--- src/rtl/serial_bit_source_pkg.sv ---
// Shared definitions for the serial bit source: FSM state encoding and a
// width helper for counters that must be at least one bit wide.
package serial_bit_source_pkg;

    typedef enum logic {
        ST_IDLE  = 1'b0,
        ST_SHIFT = 1'b1
    } state_e;

    // Bits needed to count 0..value-1, never less than one bit.
    function automatic int clog2_min1(input int value);
        int r;
        r = 0;
        for (int i = 0; i < 31; i++) begin
            if ((1 << i) < value) begin
                r = i + 1;
            end
        end
        return (r < 1) ? 1 : r;
    endfunction

endpackage

--- src/rtl/serial_bit_source_if.sv ---
// Load handshake between a word producer and the serial bit source.
// valid/ready: a word moves on a rising edge where load_valid and load_ready
// are both 1; the producer holds data_in stable while load_valid is 1 and
// ready is 0, and load_ready never depends combinationally on load_valid.
interface serial_bit_source_if #(
    parameter int WIDTH = 8
);
    logic [WIDTH-1:0] data_in;
    logic             load_valid;
    logic             load_ready;

    modport master (output data_in, output load_valid, input load_ready);
    modport slave  (input data_in, input load_valid, output load_ready);
endinterface

--- src/rtl/serial_bit_source_bit_tick_gen.sv ---
// Bit-period prescaler: counts 0..DIV-1 while running and flags the last
// cycle of each bit period. A restart pulls the count back to zero.
module serial_bit_source_bit_tick_gen
    import serial_bit_source_pkg::*;
#(
    parameter int DIV = 1
) (
    input  logic CLOCK,
    input  logic reset,
    input  logic restart,
    input  logic run,
    output logic tick
);
    localparam int            CW   = clog2_min1(DIV);
    localparam logic [CW-1:0] LAST = CW'(DIV - 1);

    logic [CW-1:0] div_cnt_q, div_cnt_d;

    assign tick = run & (div_cnt_q == LAST);

    // Next count: restart wins, otherwise wrap to zero at the terminal value.
    always_comb begin
        div_cnt_d = div_cnt_q;
        if (restart) begin
            div_cnt_d = '0;
        end else if (run) begin
            div_cnt_d = (div_cnt_q == LAST) ? '0 : div_cnt_q + 1'b1;
        end
    end

    // Counter register with asynchronous clear.
    always_ff @(posedge CLOCK or negedge reset) begin
        if (!reset) begin
            div_cnt_q <= '0;
        end else begin
            div_cnt_q <= div_cnt_d;
        end
    end
endmodule

--- src/rtl/serial_bit_source.sv ---
// Serial bit source: takes parallel words over a valid/ready handshake and
// shifts them out on X one bit per DIV clocks. A one-word hold buffer lets a
// second word queue up so consecutive words stream without an idle gap.
module serial_bit_source
    import serial_bit_source_pkg::*;
#(
    parameter int   WIDTH     = 8,
    parameter int   DIV       = 1,
    parameter bit   MSB_FIRST = 1'b1,
    parameter logic IDLE_BIT  = 1'b1
) (
    input  logic               CLOCK,
    input  logic               reset,
    serial_bit_source_if.slave ld,
    output logic               X,
    output logic               bit_valid,
    output logic               busy,
    output logic               done,
    output state_e             dbg_state
);
    localparam int             BCW      = clog2_min1(WIDTH);
    localparam logic [BCW-1:0] LAST_BIT = BCW'(WIDTH - 1);

    state_e           state_q, state_d;
    logic [WIDTH-1:0] shreg_q, shreg_d;
    logic [WIDTH-1:0] hold_q, hold_d;
    logic             hold_full_q, hold_full_d;
    logic [BCW-1:0]   bit_cnt_q, bit_cnt_d;
    logic             x_q, x_d;
    logic             bv_q, bv_d;
    logic             done_q, done_d;
    logic             accept, tick, restart, word_end, shifting;

    // The shift register holds only the bits not yet placed on X.
    function automatic logic first_bit(input logic [WIDTH-1:0] w);
        return MSB_FIRST ? w[WIDTH-1] : w[0];
    endfunction

    function automatic logic [WIDTH-1:0] drop_first(input logic [WIDTH-1:0] w);
        return MSB_FIRST ? (w << 1) : (w >> 1);
    endfunction

    assign ld.load_ready = ~hold_full_q;
    assign accept        = ld.load_valid & ~hold_full_q;
    assign shifting      = (state_q == ST_SHIFT);
    assign word_end      = shifting & tick & (bit_cnt_q == LAST_BIT);

    serial_bit_source_bit_tick_gen #(
        .DIV(DIV)
    ) u_tick (
        .CLOCK  (CLOCK),
        .reset  (reset),
        .restart(restart),
        .run    (shifting),
        .tick   (tick)
    );

    // Next state, shift/hold datapath and registered output values.
    always_comb begin
        state_d     = state_q;
        shreg_d     = shreg_q;
        hold_d      = hold_q;
        hold_full_d = hold_full_q;
        bit_cnt_d   = bit_cnt_q;
        x_d         = x_q;
        bv_d        = 1'b0;
        done_d      = 1'b0;
        restart     = 1'b0;
        case (state_q)
            ST_IDLE: begin
                if (accept) begin
                    shreg_d   = drop_first(ld.data_in);
                    x_d       = first_bit(ld.data_in);
                    bv_d      = 1'b1;
                    bit_cnt_d = '0;
                    restart   = 1'b1;
                    state_d   = ST_SHIFT;
                end
            end
            ST_SHIFT: begin
                if (word_end) begin
                    bit_cnt_d = '0;
                    if (hold_full_q) begin
                        shreg_d     = drop_first(hold_q);
                        x_d         = first_bit(hold_q);
                        bv_d        = 1'b1;
                        hold_full_d = 1'b0;
                    end else if (accept) begin
                        shreg_d = drop_first(ld.data_in);
                        x_d     = first_bit(ld.data_in);
                        bv_d    = 1'b1;
                    end else begin
                        x_d     = IDLE_BIT;
                        done_d  = 1'b1;
                        state_d = ST_IDLE;
                    end
                end else begin
                    if (tick) begin
                        x_d       = first_bit(shreg_q);
                        shreg_d   = drop_first(shreg_q);
                        bit_cnt_d = bit_cnt_q + 1'b1;
                        bv_d      = 1'b1;
                    end
                    if (accept) begin
                        hold_d      = ld.data_in;
                        hold_full_d = 1'b1;
                    end
                end
            end
            default: state_d = ST_IDLE;
        endcase
    end

    // State and datapath registers; reset aborts any word in flight.
    always_ff @(posedge CLOCK or negedge reset) begin
        if (!reset) begin
            state_q     <= ST_IDLE;
            shreg_q     <= '0;
            hold_q      <= '0;
            hold_full_q <= 1'b0;
            bit_cnt_q   <= '0;
            x_q         <= IDLE_BIT;
            bv_q        <= 1'b0;
            done_q      <= 1'b0;
        end else begin
            state_q     <= state_d;
            shreg_q     <= shreg_d;
            hold_q      <= hold_d;
            hold_full_q <= hold_full_d;
            bit_cnt_q   <= bit_cnt_d;
            x_q         <= x_d;
            bv_q        <= bv_d;
            done_q      <= done_d;
        end
    end

    assign X         = x_q;
    assign bit_valid = bv_q;
    assign done      = done_q;
    assign busy      = shifting;
    assign dbg_state = state_q;
endmodule

--- src/flat_wrapper.sv ---
// flat-port wrapper written by rule: the top's interface ports become plain ports
module serial_bit_source_flat import serial_bit_source_pkg::*;
#(
    parameter int   WIDTH     = 8,
    parameter int   DIV       = 1,
    parameter bit   MSB_FIRST = 1'b1,
    parameter logic IDLE_BIT  = 1'b1
)
  (CLOCK, reset, X, bit_valid, busy, done, dbg_state, ld_data_in, ld_load_valid, ld_load_ready);
  serial_bit_source_if #(.WIDTH(WIDTH)) ld_i ();
  input  logic CLOCK;
  input  logic reset;
  output logic X;
  output logic bit_valid;
  output logic busy;
  output logic done;
  output state_e dbg_state;
  input wire logic [$bits(ld_i.data_in)-1:0] ld_data_in;
  input wire logic [$bits(ld_i.load_valid)-1:0] ld_load_valid;
  output wire logic [$bits(ld_i.load_ready)-1:0] ld_load_ready;
  assign ld_i.data_in = ld_data_in;
  assign ld_i.load_valid = ld_load_valid;
  assign ld_load_ready = ld_i.load_ready;
  serial_bit_source #(.WIDTH(WIDTH), .DIV(DIV), .MSB_FIRST(MSB_FIRST), .IDLE_BIT(IDLE_BIT)) u_core (.CLOCK(CLOCK), .reset(reset), .ld(ld_i), .X(X), .bit_valid(bit_valid), .busy(busy), .done(done), .dbg_state(dbg_state));
endmodule
--- config.mk ---
export PLATFORM = sky130hd
export DESIGN_NAME = serial_bit_source_flat
export DESIGN_NICKNAME = d
export VERILOG_FILES = /design/src/rtl/serial_bit_source_pkg.sv /design/src/rtl/serial_bit_source_if.sv /design/src/rtl/serial_bit_source_bit_tick_gen.sv /design/src/rtl/serial_bit_source.sv /design/src/flat_wrapper.sv
export SDC_FILE = /design/constraint.sdc
export NUM_CORES = 1
export LEC_CHECK = 0
export ABC_AREA = 0
export BUFFER_PORTS_ARGS = -buffer_cell sky130_fd_sc_hd__clkbuf_2
export CORE_MARGIN = 1.5
export CORE_UTILIZATION = 27
export CTS_CLUSTER_SIZE = 25
export DETAILED_ROUTE_END_ITERATION = 10
export GPL_TIMING_DRIVEN = 0
export PLACE_DENSITY = 0.49
export SLEW_MARGIN = 20
export SYNTH_ARGS = -nofsm -noshare
export SYNTH_HDL_FRONTEND = slang
export SYNTH_SLANG_ARGS = --single-unit
--- constraint.sdc ---
create_clock -name CLOCK -period 1.5 [get_ports CLOCK]
set_input_delay 0.15 -clock CLOCK [delete_from_list [all_inputs] [get_ports CLOCK]]
set_output_delay 0.15 -clock CLOCK [all_outputs]
set_load 0.02 [all_outputs]
# Word level (Yosys, flattened, before mapping)

Cells that the tools add are included.

Add/subtract/negate cells: 2
Eq/ne operators: 3
Multiplexer cells: 32
Bitwise operators: 8
Reductions and logical operators: 5

Operators by type and width:

| kind                  | count |
|---|---|
| $mux W8               | 4 |
| $mux W1               | 20 |
| $pmux W8 S2           | 1 |
| $mux W3               | 3 |
| $pmux W1 S2           | 3 |
| $pmux W3 S2           | 1 |
| $and A1 B1 Y1         | 4 |
| $not A1 Y1            | 4 |
| $reduce_and A2 Y1     | 2 |
| $reduce_bool A2 Y1    | 2 |
| $add A3 B1 Y3 const B | 1 |
| $eq A3 B3 Y1 const B  | 1 |
| $ne A3 B3 Y1 const B  | 1 |
| $reduce_and A3 Y1     | 1 |
| $ne A2 B1 Y1 const B  | 1 |
| $add A1 B1 Y1 const B | 1 |

Flip-flop bits (word level): 25
Bits of input ports: 11
Output and inout port bits: 6
Word-level logic and storage cells: 59

# Logic depth before layout (Yosys ltp)

Gate-level depths: netlist of run 1.

Word-level depth: 6
Gate-level depth with buffers: 6
Mapped depth without buffers: 5

# Cells and area by module

From an unflattened synthesis of run 1, not the netlist that was laid out.

Cell total of the unflattened synthesis: 136
Area, all modules: 1,506.4 µm²

By module, submodules not included:

| module                         | instances | cells an instance | area each (µm²) | seq. area each (µm²) |
|---|---|---|---|---|
| serial_bit_source              | 1         | 135               | 1,498.9         | 601.8 |
| serial_bit_source_bit_tick_gen | 1         | 1                 | 7.5             | 0.0 |

# Worst setup path after synthesis of run 1

No wires, ideal clock.

Kind: register to register
Start point: register u_core.bit_cnt_q[0]
End point: register u_core.hold_q[0]
Setup time: 0.125 ns
Data arrival time: 1.458 ns
Data required time: 1.375 ns
Setup slack: -0.083 ns
Stages on the path, launching flop included: 7
Path buffers: 1
Period minus slack after synthesis: 1.583 ns
Cells stage by stage: dfrtp_1 ha_1 ha_1 inv_1 and3_4 buf_6 mux2_4

Longest elaborated chain between the ends: 4

RTL lines:

| what                        | line                     | source |
|---|---|---|
| start, declared             | serial_bit_source.sv:28  | `logic [BCW-1:0] bit_cnt_q, bit_cnt_d;` |
| start signal, assigned      | serial_bit_source.sv:130 | `bit_cnt_q <= bit_cnt_d;` |
| $eq A3 B3 Y1                | serial_bit_source.sv:46  | `assign word_end = shifting & tick & (bit_cnt_q == LAST_BIT);` |
| $and A1 B1 Y1               | serial_bit_source.sv:46  |  |
| $not A1 Y1 (no line)        | -                        |  |
| $reduce_and A3 Y1 (no line) | -                        |  |
| end signal, assigned        | serial_bit_source.sv:128 | `hold_q <= hold_d;` |
| end, declared               | serial_bit_source.sv:26  | `logic [WIDTH-1:0] hold_q, hold_d;` |

No other way between the ends.
A chain may end at the register's enable or synchronous reset.

# Final worst setup path of run 1

Start point: register u_core.bit_cnt_q[1]
End point: register u_core.hold_q[4]

Same word-level chain as after synthesis.

==> results of run 1 <==
[state kept, by name, summed over array words and instances, names as in the netlist]
register / count
u_core.busy: 1
u_core.bit_valid: 1
u_core.shreg_q: 8
u_core.X: 1
u_core.done: 1
u_core.bit_cnt_q: 3
u_core.hold_full_q: 1
u_core.hold_q: 8
[placed cells by master (no fill, tap or decap), types with 2 or more instances in the layout]
master	n
dfrtp_1	23
nand2_1	22
clkbuf_2	17
o22ai_1	9
mux2_4	8
a32oi_1	7
buf_4	4
clkbuf_8	4
buf_6	2
inv_1	2
buf_2	2
o21ai_0	2
a21oi_1	2
[per-layer routing]
metal | global-route usage | vias up
li1 | - | 401
met1 | 0.168 | 392
met3 | 0.0250 | 5
met2 | 0.169 | 20
met5 | 0 | -
met4 | 0.0459 | 0
[timing repair]
item / in CTS / in global routing
pin swaps: 2 / 2
hold endpoints to repair: 23 / 0
buffers inserted: 2 / 0
gates resized for setup: 4 / 2
endpoints found under the setup margin: 16 / 20
hold buffers: 1 / 0
gates cloned: 0 / 0
[worst max-delay path, stage by stage (launching register included)]
cell and delay (ps):
dfrtp_1 390, ha_2 200, ha_4 170, inv_2 50, and3_4 180, buf_12 130
mux2_4 300
[report_power, final]
group          switching (mW)  internal (mW)  total [mW]  leakage [nW]
Sequential              0.165          0.960        1.13         0.283
Clock                   0.211          0.235       0.445        0.0288
Combinational           0.648          0.669        1.32         0.321
Total                    1.02           1.86        2.89         0.633
[kinds of logic (layout without fill, tap and decap cells)]
family,count (synthesis),after routing,synth area share
multiplexers,9,9,0.115
buffers and inverters,12,35,0.0663
flip-flops,24,24,0.531
AND/OR/NAND/NOR,31,31,0.128
AO/OA/AOI/OAI,22,22,0.137
adder cells (fa/ha/maj),2,2,0.0221
[final cells by class]
cell class	count	area share
multi-input cells	64	0.341
repair buffers	19	0.0759
plain buffers	9	0.0551
clock buffers	4	0.0397
well taps	50	0.0452
inverters	3	0.00813
flip-flops and latches	24	0.435
[path summary, 6_finish.rpt]
| check | cells after the start | slack, ps | end | from |
|---|---|---|---|---|
| max | 6 | -40 | u_core.hold_q[4] | u_core.bit_cnt_q[1] |
| min in group asynchronous | 2 | 420 | u_core.shreg_q[4] | reset |
| max reg2reg | 6 | -40 | u_core.hold_q[4] | u_core.bit_cnt_q[1] |
| min | 2 | 110 | u_core.done | ld_load_valid |
| max in group asynchronous | 2 | 680 | u_core.shreg_q[1] | reset |
| min reg2reg | 1 | 490 | u_core.bit_cnt_q[0] | u_core.bit_cnt_q[0] |
[metrics by stage]
| step | area, um^2 | setup slack, ps | setup TNS (ps) | hold slack, ps | cells |
|---|---|---|---|---|---|
| global placement | 1290 | -63.7 | -499 | 190 | 166 |
| CTS | 1380 | -66.4 | -591 | 106 | 173 |
| detailed placement | 1290 | -75.7 | -631 | 198 | 166 |
| finish | 1390 | -38.6 | -290 | 107 | 173 |
| global route | 1390 | -84.4 | -974 | 119 | 173 |
| floorplan | 1150 | 7.21 | 0 | -146 | 100 |
==> impl_summary.txt, run 1 <==
----------------------------------------------------
[Outcome]
  Run status ... complete, but fails checks
  Failing checks ... setup timing

[Global route]
  Pin count of the biggest net entering global routing ... 25
  Wire length of the first global-routing pass ... 3950 um
  Antenna violations before repair ... 0
  All-layer global routing usage ... 0.117
  Sum of overflow across all layers after global routing ... 0
  Number of global-route vias before repair ... 831

[Timing]
  Final-report setup violation count ... 8
  Setup repair after global routing missed its margin ... yes
  Largest clock skew in the final design ... 3.21 ps
  Time the worst path needs with I/O delays and setup ... 1540 ps
  Highest clock frequency the design can meet ... 650 MHz
  Final Hold Viols ... 0
  Worst slew pin tran ... 618 ps
  Relative slew slack ... 0.588
  PnR worst setup slack ... -38.6 ps
  Final count of pins violating max slew ... 0
  Final worst-path cycle share ... 1.03

[Detailed routing]
  1st-pass router iterations ... 4
  Routed length on met2 ... 1030 um
  Routed length on met1 ... 1170 um
  Met3 wire len ... 100 um
  DRC Markers ... 0
  Via count of the routed design ... 818
  Max Used Layer ... met4
  Post-DR wirelength/cell ... 13.6 um
  Final antenna-violating net count ... 0
  Drt total wl ... 2350 um
  Vias/cell ... 4.73
  Initial DRC count ... 23

[Power]
  Maximum VDD drop ... 0.763 mV
  Pwr/cell area ... 2090 nW/um^2
  Sum of internal, switching and leakage power ... 2.89 mW
  Leakage power summed over all cells ... 0.633 nW

[Synthesis]
  Most common library cells after synthesis ... dfrtp_1, nand2_1, o22ai_1
  Average cell area after synthesis ... 11.3 um^2
  Share of async-settable or async-resettable flops after synthesis ... 1.00
  Count of state elements after synthesis ... 24
  Main synth FF type ... dfrtp_1
  Syn Nets ... 113
  Gate count of the mapped netlist ... 100
  Top cell type by total area after synthesis ... dfrtp_1
  Cell types occupying the most area after synthesis ... dfrtp_1, mux2_4, nand2_1
  Count of synthesis-stage warnings from yosys ... 0
  Post-synth EDFFs ... 0
  Netlist cell types ... 25
  Cell area after synthesis ... 1130 um^2
  Share of the synthesized area in the top cell type ... 0.508
  Share of synthesized area occupied by flip-flops and latches ... 0.531

[Clock network]
  Number of sinks handled by clock tree synthesis ... 24
  CTS Root Cell ... clkbuf_8
  Clock latency at the later pin of the worst-skew pair ... 270 ps
  H-tree levels ... 1
  Number of buffers on the longest clock path ... 2
  Number of buffers created by CTS ... 3
  Clock tree from TritonCTS ... yes
  Clk pin slew, worst setup/hold paths ... 90 ps

[Floorplanning]
  Die X-Extent ... 67.8 um
  Area of the core region ... 4030 um^2
  Die height ... 67.8 um
  Rows ... 23
  I/O Pins ... 17
  Initial Util ... 0.281
  Die outline area ... 4590 um^2

[Finish]
  Share of post-route cells with drive strength above 1 ... 0.366
  Final core area utilization ... 0.344
  NumNets Final ... 137
  Register area ... 602 um^2
  Area of combinational cells with multiple inputs ... 473 um^2
  Area Growth Syn to Fin ... 22.3%
  Antenna diode instance count ... 0
  Fillers ... 430

[Job]
  Number of max-cap violations ... 0

[Setup path]
  Arr. time, crit path ... 1700 ps
  Required time worst endpoint ... 1660 ps
  Path type of the worst setup path ... reg -> reg
  Category of the worst setup path launch point ... register
  CP Capture Type ... register
  Critical Path Fanout Max ... 8

[Place]
  RePlAce Congestion ... 0.720
  Count of input and output buffers ... 16
  HPWL Detailed ... 1540 um

[Hold path]
  Classification of the worst-slack hold path ... in -> reg

----------------------------------------------------
Power figures use the tool's default switching activity.
==> inputs of run 2 (changes only) <==
PLACE_DENSITY = 0.48   (was 0.49)
SYNTH_HIERARCHICAL = 1   (was not set)
==> run 2 against run 1 <==
Against the previous run:
- the flow still finishes with violations (setup timing)
- global-route usage is 1.9 points higher
- critical path depth stayed put
- first-iteration DRC count grew to 2.9 times the previous value
- design area is 36% higher
- clock power is 10% lower
- clock-buffer cell count stayed put
- maximum frequency is 1.9% lower
==> impl_summary.txt, run 2 <==
----------------------------------------------------
[Finish]
  Area Growth Syn to Fin ... 25.3%
  Biggest regs ... u_core/hold_q x8, u_core/shreg_q x8, u_core/bit_cnt_q x3
  Area of combinational cells with multiple inputs ... 863 um^2 (+83%)
  Commonest cells after routing, fill and taps aside ... dfrtp_1, clkbuf_2, nor2_1
  Share of post-route cells with drive strength above 1 ... 0.415 (+0.0488)
  Final core area utilization ... 0.360 (+0.0157)
  NumNets Final ... 178 (+30%)
  Most common cell after layout, fill and taps aside ... dfrtp_1
  Register area ... 603 um^2 (+0.21%)
  Antenna diode instance count ... 0 (unchanged)
  Fillers ... 526 (+22%)

[Job]
  Number of max-cap violations ... 0 (unchanged)

[Setup path]
  Path type of the worst setup path ... reg -> reg
  Critical Path Fanout Max ... 8 (unchanged)
  Cell Chain, Critical Path ... ha_2 > ha_4 > nand2_4 > and3_4 > buf_12 > mux2_4
  Critical-path top delay cell ... dfrtp_1
  Arr. time, crit path ... 1720 ps (+20 ps)
  CP max stage delay ... 390 ps (about the same)
  Required time worst endpoint ... 1650 ps (about the same)
  CP Capture Type ... register
  Delay-heaviest family, CP ... flip-flops
  Total buffers and inverters traversed by the critical path ... 1 (-1)
  Category of the worst setup path launch point ... register

[Floorplanning]
  Die height ... 77.6 um (+15%)
  Die outline area ... 6020 um^2 (+31%)
  Rows ... 26 (+13%)
  Die X-Extent ... 77.6 um (+15%)
  I/O Pins ... 17 (unchanged)
  Initial Util ... 0.287 (+0.00585)
  Area of the core region ... 5240 um^2 (+30%)

[Hold path]
  Classification of the worst-slack hold path ... in -> reg

[Outcome]
  Run status ... complete, but fails checks
  Failing checks ... setup timing

[Power]
  Leakage power summed over all cells ... 0.789 nW (+25%)
  Part of the total power dissipated in the clock network ... 0.109 (-0.045)
  Design internal power ... 2.22 mW (+19%)
  Sw Pwr ... 1.44 mW (+41%)
  Portion of total power attributed to sequential cells ... 0.303 (-0.087)
  Switching power share of the total ... 0.394 (+0.0393)
  Logic gate share of total power ... 0.588 (+0.132)
  Maximum VDD drop ... 0.828 mV (+8.5%)
  Pwr/cell area ... 1950 nW/um^2 (-6.6%)

[Detailed routing]
  Post-DR wirelength/cell ... 16.2 um (+19%)
  1st-pass router iterations ... 4 (unchanged)
  Initial DRC count ... 67 (+190%)
  DRC Markers ... 0 (unchanged)
  Drt total wl ... 3790 um (+62%)
  Final antenna-violating net count ... 0 (unchanged)
  Vias/cell ... 5.01 (+6.0%)
  Via count of the routed design ... 1173 (+43%)

[Place]
  RePlAce Congestion ... 0.737 (+2.4%)
  HPWL Detailed ... 2470 um (+60%)
  Count of input and output buffers ... 16 (unchanged)

[Global route]
  Sum of overflow across all layers after global routing ... 0 (unchanged)
  All-layer global routing usage ... 0.136 (+0.0193)
  Antenna violations before repair ... 0 (unchanged)
  Wire length of the first global-routing pass ... 6440 um (+63%)
  Pin count of the biggest net entering global routing ... 25 (unchanged)
  Number of global-route vias before repair ... 1249 (+50%)

[Timing]
  Worst slew pin tran ... 634 ps (+15.8 ps)
  Final worst-path cycle share ... 1.05 (+0.0200)
  Final count of pins violating max slew ... 0 (unchanged)
  Post-Route Hold Slack ... 141 ps (+34.4 ps)
  Final Hold Viols ... 0 (unchanged)
  Relative slew slack ... 0.577 (-0.0105)
  Final-report setup violation count ... 15 (+7)
  Highest clock frequency the design can meet ... 638 MHz (-1.9%)
  Setup repair after global routing missed its margin ... yes
  Largest clock skew in the final design ... 4.54 ps (+1.34 ps)
  PnR worst setup slack ... -68.5 ps (-30.0 ps)
  Time the worst path needs with I/O delays and setup ... 1570 ps (+30.0 ps)

[Clock network]
  Number of buffers created by CTS ... 3 (unchanged)
  Number of buffers on the longest clock path ... 2 (unchanged)
  Clock latency at the later pin of the worst-skew pair ... 260 ps (about the same)
  Clock tree from TritonCTS ... yes
  Number of sinks handled by clock tree synthesis ... 24 (unchanged)
  CTS Root Cell ... clkbuf_8
  Clk pin slew, worst setup/hold paths ... 90 ps (about the same)
  H-tree levels ... 1 (unchanged)

[Synthesis]
  Gate count of the mapped netlist ... 135 (+35%)
  Average cell area after synthesis ... 11.1 um^2 (-1.7%)
  Syn Nets ... 148 (+31%)
  Count of synthesis-stage warnings from yosys ... 6 (+6)
  Cell area after synthesis ... 1500 um^2 (+33%)

----------------------------------------------------
==> run 2: cell count changes in the layout (fill, tap and decap cells not counted), sizes merged, moves of 8 or more <==
cell,before,now
nor2b,1,10
nand2,23,5
o22ai,9,0
nor2,1,11
buf,9,17
==> run 2: layout make-up <==
type                    count  area share
plain buffers              13      0.0651
clock buffers               4      0.0239
well taps                  70      0.0465
multi-input cells          95       0.458
repair buffers             25      0.0797
inverters                   3     0.00598
flip-flops and latches     24       0.320
==> run 2: power by group through the flow <==
stage	Clock, mW	Combinational [mW]	Sequential [mW]
finish	0.399	2.15	1.11
global route	0.449	2.35	1.14
CTS	0.424	2.12	1.11
detailed placement	0	1.91	1.15
global placement	0	1.86	1.14
floorplan	0	1.47	1.14
==> run 2: repair_timing <==
item                                    in CTS  in global routing
pin swaps                                    3                  1
endpoints found under the hold margin       23                  0
resized for setup                            8                  6
endpoints found under the setup margin      19                 21
hold buffers                                 1                  0
buffers inserted                             7                  1
==> run 2: per-layer routing <==
metal  up-vias  wire [um]  share of wire  global-route usage
li1        558          -              -                   -
met1       603       1900           0.50               0.183
met2        10       1800           0.48               0.225
met3         2         79          0.021              0.0306
met4         0         14         0.0037              0.0218
met5         -          0              0                   0
==> run 2: final timing paths <==
kind / start / to / slack (ps) / depth (start not counted)
min in group asynchronous: reset / u_core/hold_q[4] / 430 / 2
worst max register to register: u_core/bit_cnt_q[1] / u_core/hold_q[0] / -70 / 6
worst min register to register: u_core/shreg_q[0] / u_core/shreg_q[0] / 510 / 1
worst max-delay path: u_core/bit_cnt_q[1] / u_core/hold_q[0] / -70 / 6
max in group asynchronous: reset / u_core/busy / 620 / 2
worst min-delay path: ld_data_in[2] / u_core/hold_q[2] / 140 / 2
==> run 2: through the flow <==
stage               worst slack [ps]  setup TNS, ps  total power, mW  area, um^2  cells
detailed placement              -153          -2150             3.06        1710    221
finish                         -68.5           -677             3.67        1880    234
global placement                -125          -1720             3.00        1710    221
floorplan                      -30.9           -247             2.61        1540    135
global route                    -115          -1790             3.94        1880    234
CTS                            -69.9           -636             3.65        1850    233
==> inputs of run 3 (changes only) <==
CORE_ASPECT_RATIO = 1.5   (was not set)
==> run 3 against run 2 <==
Against the previous run:
- the flow still finishes with violations (setup timing)
- sequential cell count unchanged
- die area grew 0.16%
- sequential share of layout area fell by 0.23 points
- critical path depth unchanged
- clock skew is 0.67 ps higher
- non-clock buffer count grew 1
- combinational power increased by 3%
- critical path type unchanged
- highest routed layer unchanged
==> impl_summary.txt, run 3 (synthesis gave the netlist of run 2 again) <==
----------------------------------------------------
[Place]
  DP Worst Slack ... -154 ps (-0.616 ps)
  RePlAce Congestion ... 0.763 (+3.4%)
  Placed cell area ... 1710 um^2 (unchanged)
  HPWL Detailed ... 2770 um (+12%)
  Count of input and output buffers ... 16 (unchanged)

[Detailed routing]
  Via count of the routed design ... 1191 (+1.5%)
  Initial DRC count ... 81 (+21%)
  Vias/cell ... 5.07 (+1.1%)
  1st-pass router iterations ... 4 (unchanged)
  Drt total wl ... 4100 um (+8.2%)
  Post-DR wirelength/cell ... 17.5 um (+7.7%)
  Final antenna-violating net count ... 0 (unchanged)
  DRC Markers ... 0 (unchanged)

[Timing]
  Final-report setup violation count ... 16 (+1)
  Time the worst path needs with I/O delays and setup ... 1570 ps (+3.29 ps)
  Final Hold Viols ... 0 (unchanged)
  Highest clock frequency the design can meet ... 636 MHz (-0.21%)
  Setup repair after global routing missed its margin ... yes
  Relative slew slack ... 0.580 (+0.00301)
  Final worst-path cycle share ... 1.05 (+0.00220)
  Final count of pins violating max slew ... 0 (unchanged)
  Largest clock skew in the final design ... 5.21 ps (+0.672 ps)
  Worst slew pin tran ... 629 ps (-4.52 ps)
  PnR worst setup slack ... -71.8 ps (-3.29 ps)

[Floorplanning]
  Die outline area ... 6030 um^2 (+0.16%)
  Die height ... 94.4 um (+22%)
  I/O Pins ... 17 (unchanged)
  Initial Util ... 0.278 (-0.00909)
  Die X-Extent ... 63.9 um (-18%)
  Area of the core region ... 5410 um^2 (+3.3%)
  Rows ... 33 (+27%)

[Clock network]
  H-tree levels ... 1 (unchanged)
  Number of sinks handled by clock tree synthesis ... 24 (unchanged)
  Number of buffers created by CTS ... 3 (unchanged)
  Number of buffers on the longest clock path ... 2 (unchanged)
  Clock tree from TritonCTS ... yes
  CTS Root Cell ... clkbuf_8
  Clk pin slew, worst setup/hold paths ... 90 ps (about the same)
  Clock latency at the later pin of the worst-skew pair ... 270 ps (about the same)

[Outcome]
  Run status ... complete, but fails checks
  Failing checks ... setup timing

[Finish]
  Register area ... 603 um^2 (unchanged)
  Commonest cells after routing, fill and taps aside ... dfrtp_1, clkbuf_2, buf_4, nor2_1
  Share of post-route cells with drive strength above 1 ... 0.436 (+0.0217)
  Area of combinational cells with multiple inputs ... 873 um^2 (+1.2%)
  Fillers ... 585 (+11%)
  Biggest regs ... u_core/hold_q x8, u_core/shreg_q x8, u_core/bit_cnt_q x3
  Area Growth Syn to Fin ... 26.2%
  NumNets Final ... 179 (+0.56%)
  Final standard cell area without fillers ... 1900 um^2 (+0.73%)
  Most common cell after layout, fill and taps aside ... dfrtp_1
  Final core area utilization ... 0.351 (-0.00885)
  Antenna diode instance count ... 0 (unchanged)

[Global route]
  Pin count of the biggest net entering global routing ... 25 (unchanged)
  Wire length of the first global-routing pass ... 6620 um (+2.8%)
  Sum of overflow across all layers after global routing ... 0 (unchanged)
  Antenna violations before repair ... 0 (unchanged)
  Number of global-route vias before repair ... 1269 (+1.6%)
  All-layer global routing usage ... 0.143 (+0.00682)

[Setup path]
  Capturing point of the worst reg2reg path ... u_core/hold_q[0]
  CP max stage delay ... 390 ps (about the same)
  Critical Path Fanout Max ... 8 (unchanged)
  Category of the worst setup path launch point ... register
  Required time worst endpoint ... 1660 ps (about the same)
  Critical-path top delay cell ... dfrtp_1
  Setup slack, reg-to-reg ... -70 ps (about the same)
  Path type of the worst setup path ... reg -> reg
  Worst reg2reg path depth ... 6 (unchanged)
  Total buffers and inverters traversed by the critical path ... 1 (unchanged)
  Arr. time, crit path ... 1730 ps (about the same)
  Cell Chain, Critical Path ... ha_2 > ha_4 > nand2_4 > and3_4 > buf_12 > mux2_4
  Delay-heaviest family, CP ... flip-flops
  CP Capture Type ... register
  Critical register-to-register path startpoint ... u_core/bit_cnt_q[0]

[Power]
  Pwr/cell area ... 1980 nW/um^2 (+1.8%)
  Maximum VDD drop ... 0.471 mV (-43%)
  Leakage power summed over all cells ... 0.792 nW (+0.44%)
  Sum of internal, switching and leakage power ... 3.76 mW (+2.6%)

[Job]
  Number of max-cap violations ... 0 (unchanged)

[Hold path]
  Number of instances on the worst hold path ... 2 (unchanged)
  Endpoint of the worst hold-timing path ... u_core/hold_q[7]
  Classification of the worst-slack hold path ... in -> reg
  HP Start ... ld_data_in[7]

----------------------------------------------------
## run 3: final cells by class
type	instances	area share
inverter	3	0.00594
timing repair buffer	26	0.0831
sequential	24	0.318
tap	70	0.0462
buffer	13	0.0627
clock buffer	4	0.0237
multi-input combinational	95	0.460
## run 3: power by group
group | internal, mW | switching [mW]
combinational | 1.13 | 1.08
sequential | 0.923 | 0.216
clock | 0.190 | 0.222
total | 2.25 | 1.52
## run 3: worst max-delay path by stage
stage | from | endpoint | slack, ps | depth (start not counted)
4_1_cts | u_core/bit_cnt_q[0] | u_core/hold_q[3] | -70 | 6
2_1_floorplan | u_core/bit_cnt_q[1] | u_core/hold_q[0] | -30 | 6
6_report | u_core/bit_cnt_q[0] | u_core/hold_q[0] | -70 | 6
3_5_place_dp | u_core/busy | u_core/shreg_q[2] | -150 | 6
5_1_grt | u_core/bit_cnt_q[0] | u_core/hold_q[3] | -100 | 6
3_3_place_gp | u_core/bit_cnt_q[1] | u_core/hold_q[7] | -130 | 6
## run 3: what timing repair did
action / 4_1_cts / 5_1_grt
hold buffers: 1 / 0
buffers inserted: 5 / 4
gates resized for setup: 8 / 11
pin swaps: 3 / 3
hold endpoints to repair: 23 / 0
endpoints found under the setup margin: 18 / 18
## run 3: metal layers
layer,global-route usage,wire length [um]
met5,0,0
met3,0.0215,87
met1,0.157,1660
met4,0.0326,21
met2,0.282,2340
## run 3: through the flow
stage	cells	setup TNS (ps)	hold WS, ps
detailed placement	221	-2040	210
finish	235	-701	141
floorplan	135	-247	-146
global placement	221	-1800	210
CTS	231	-712	145
global route	235	-1340	139
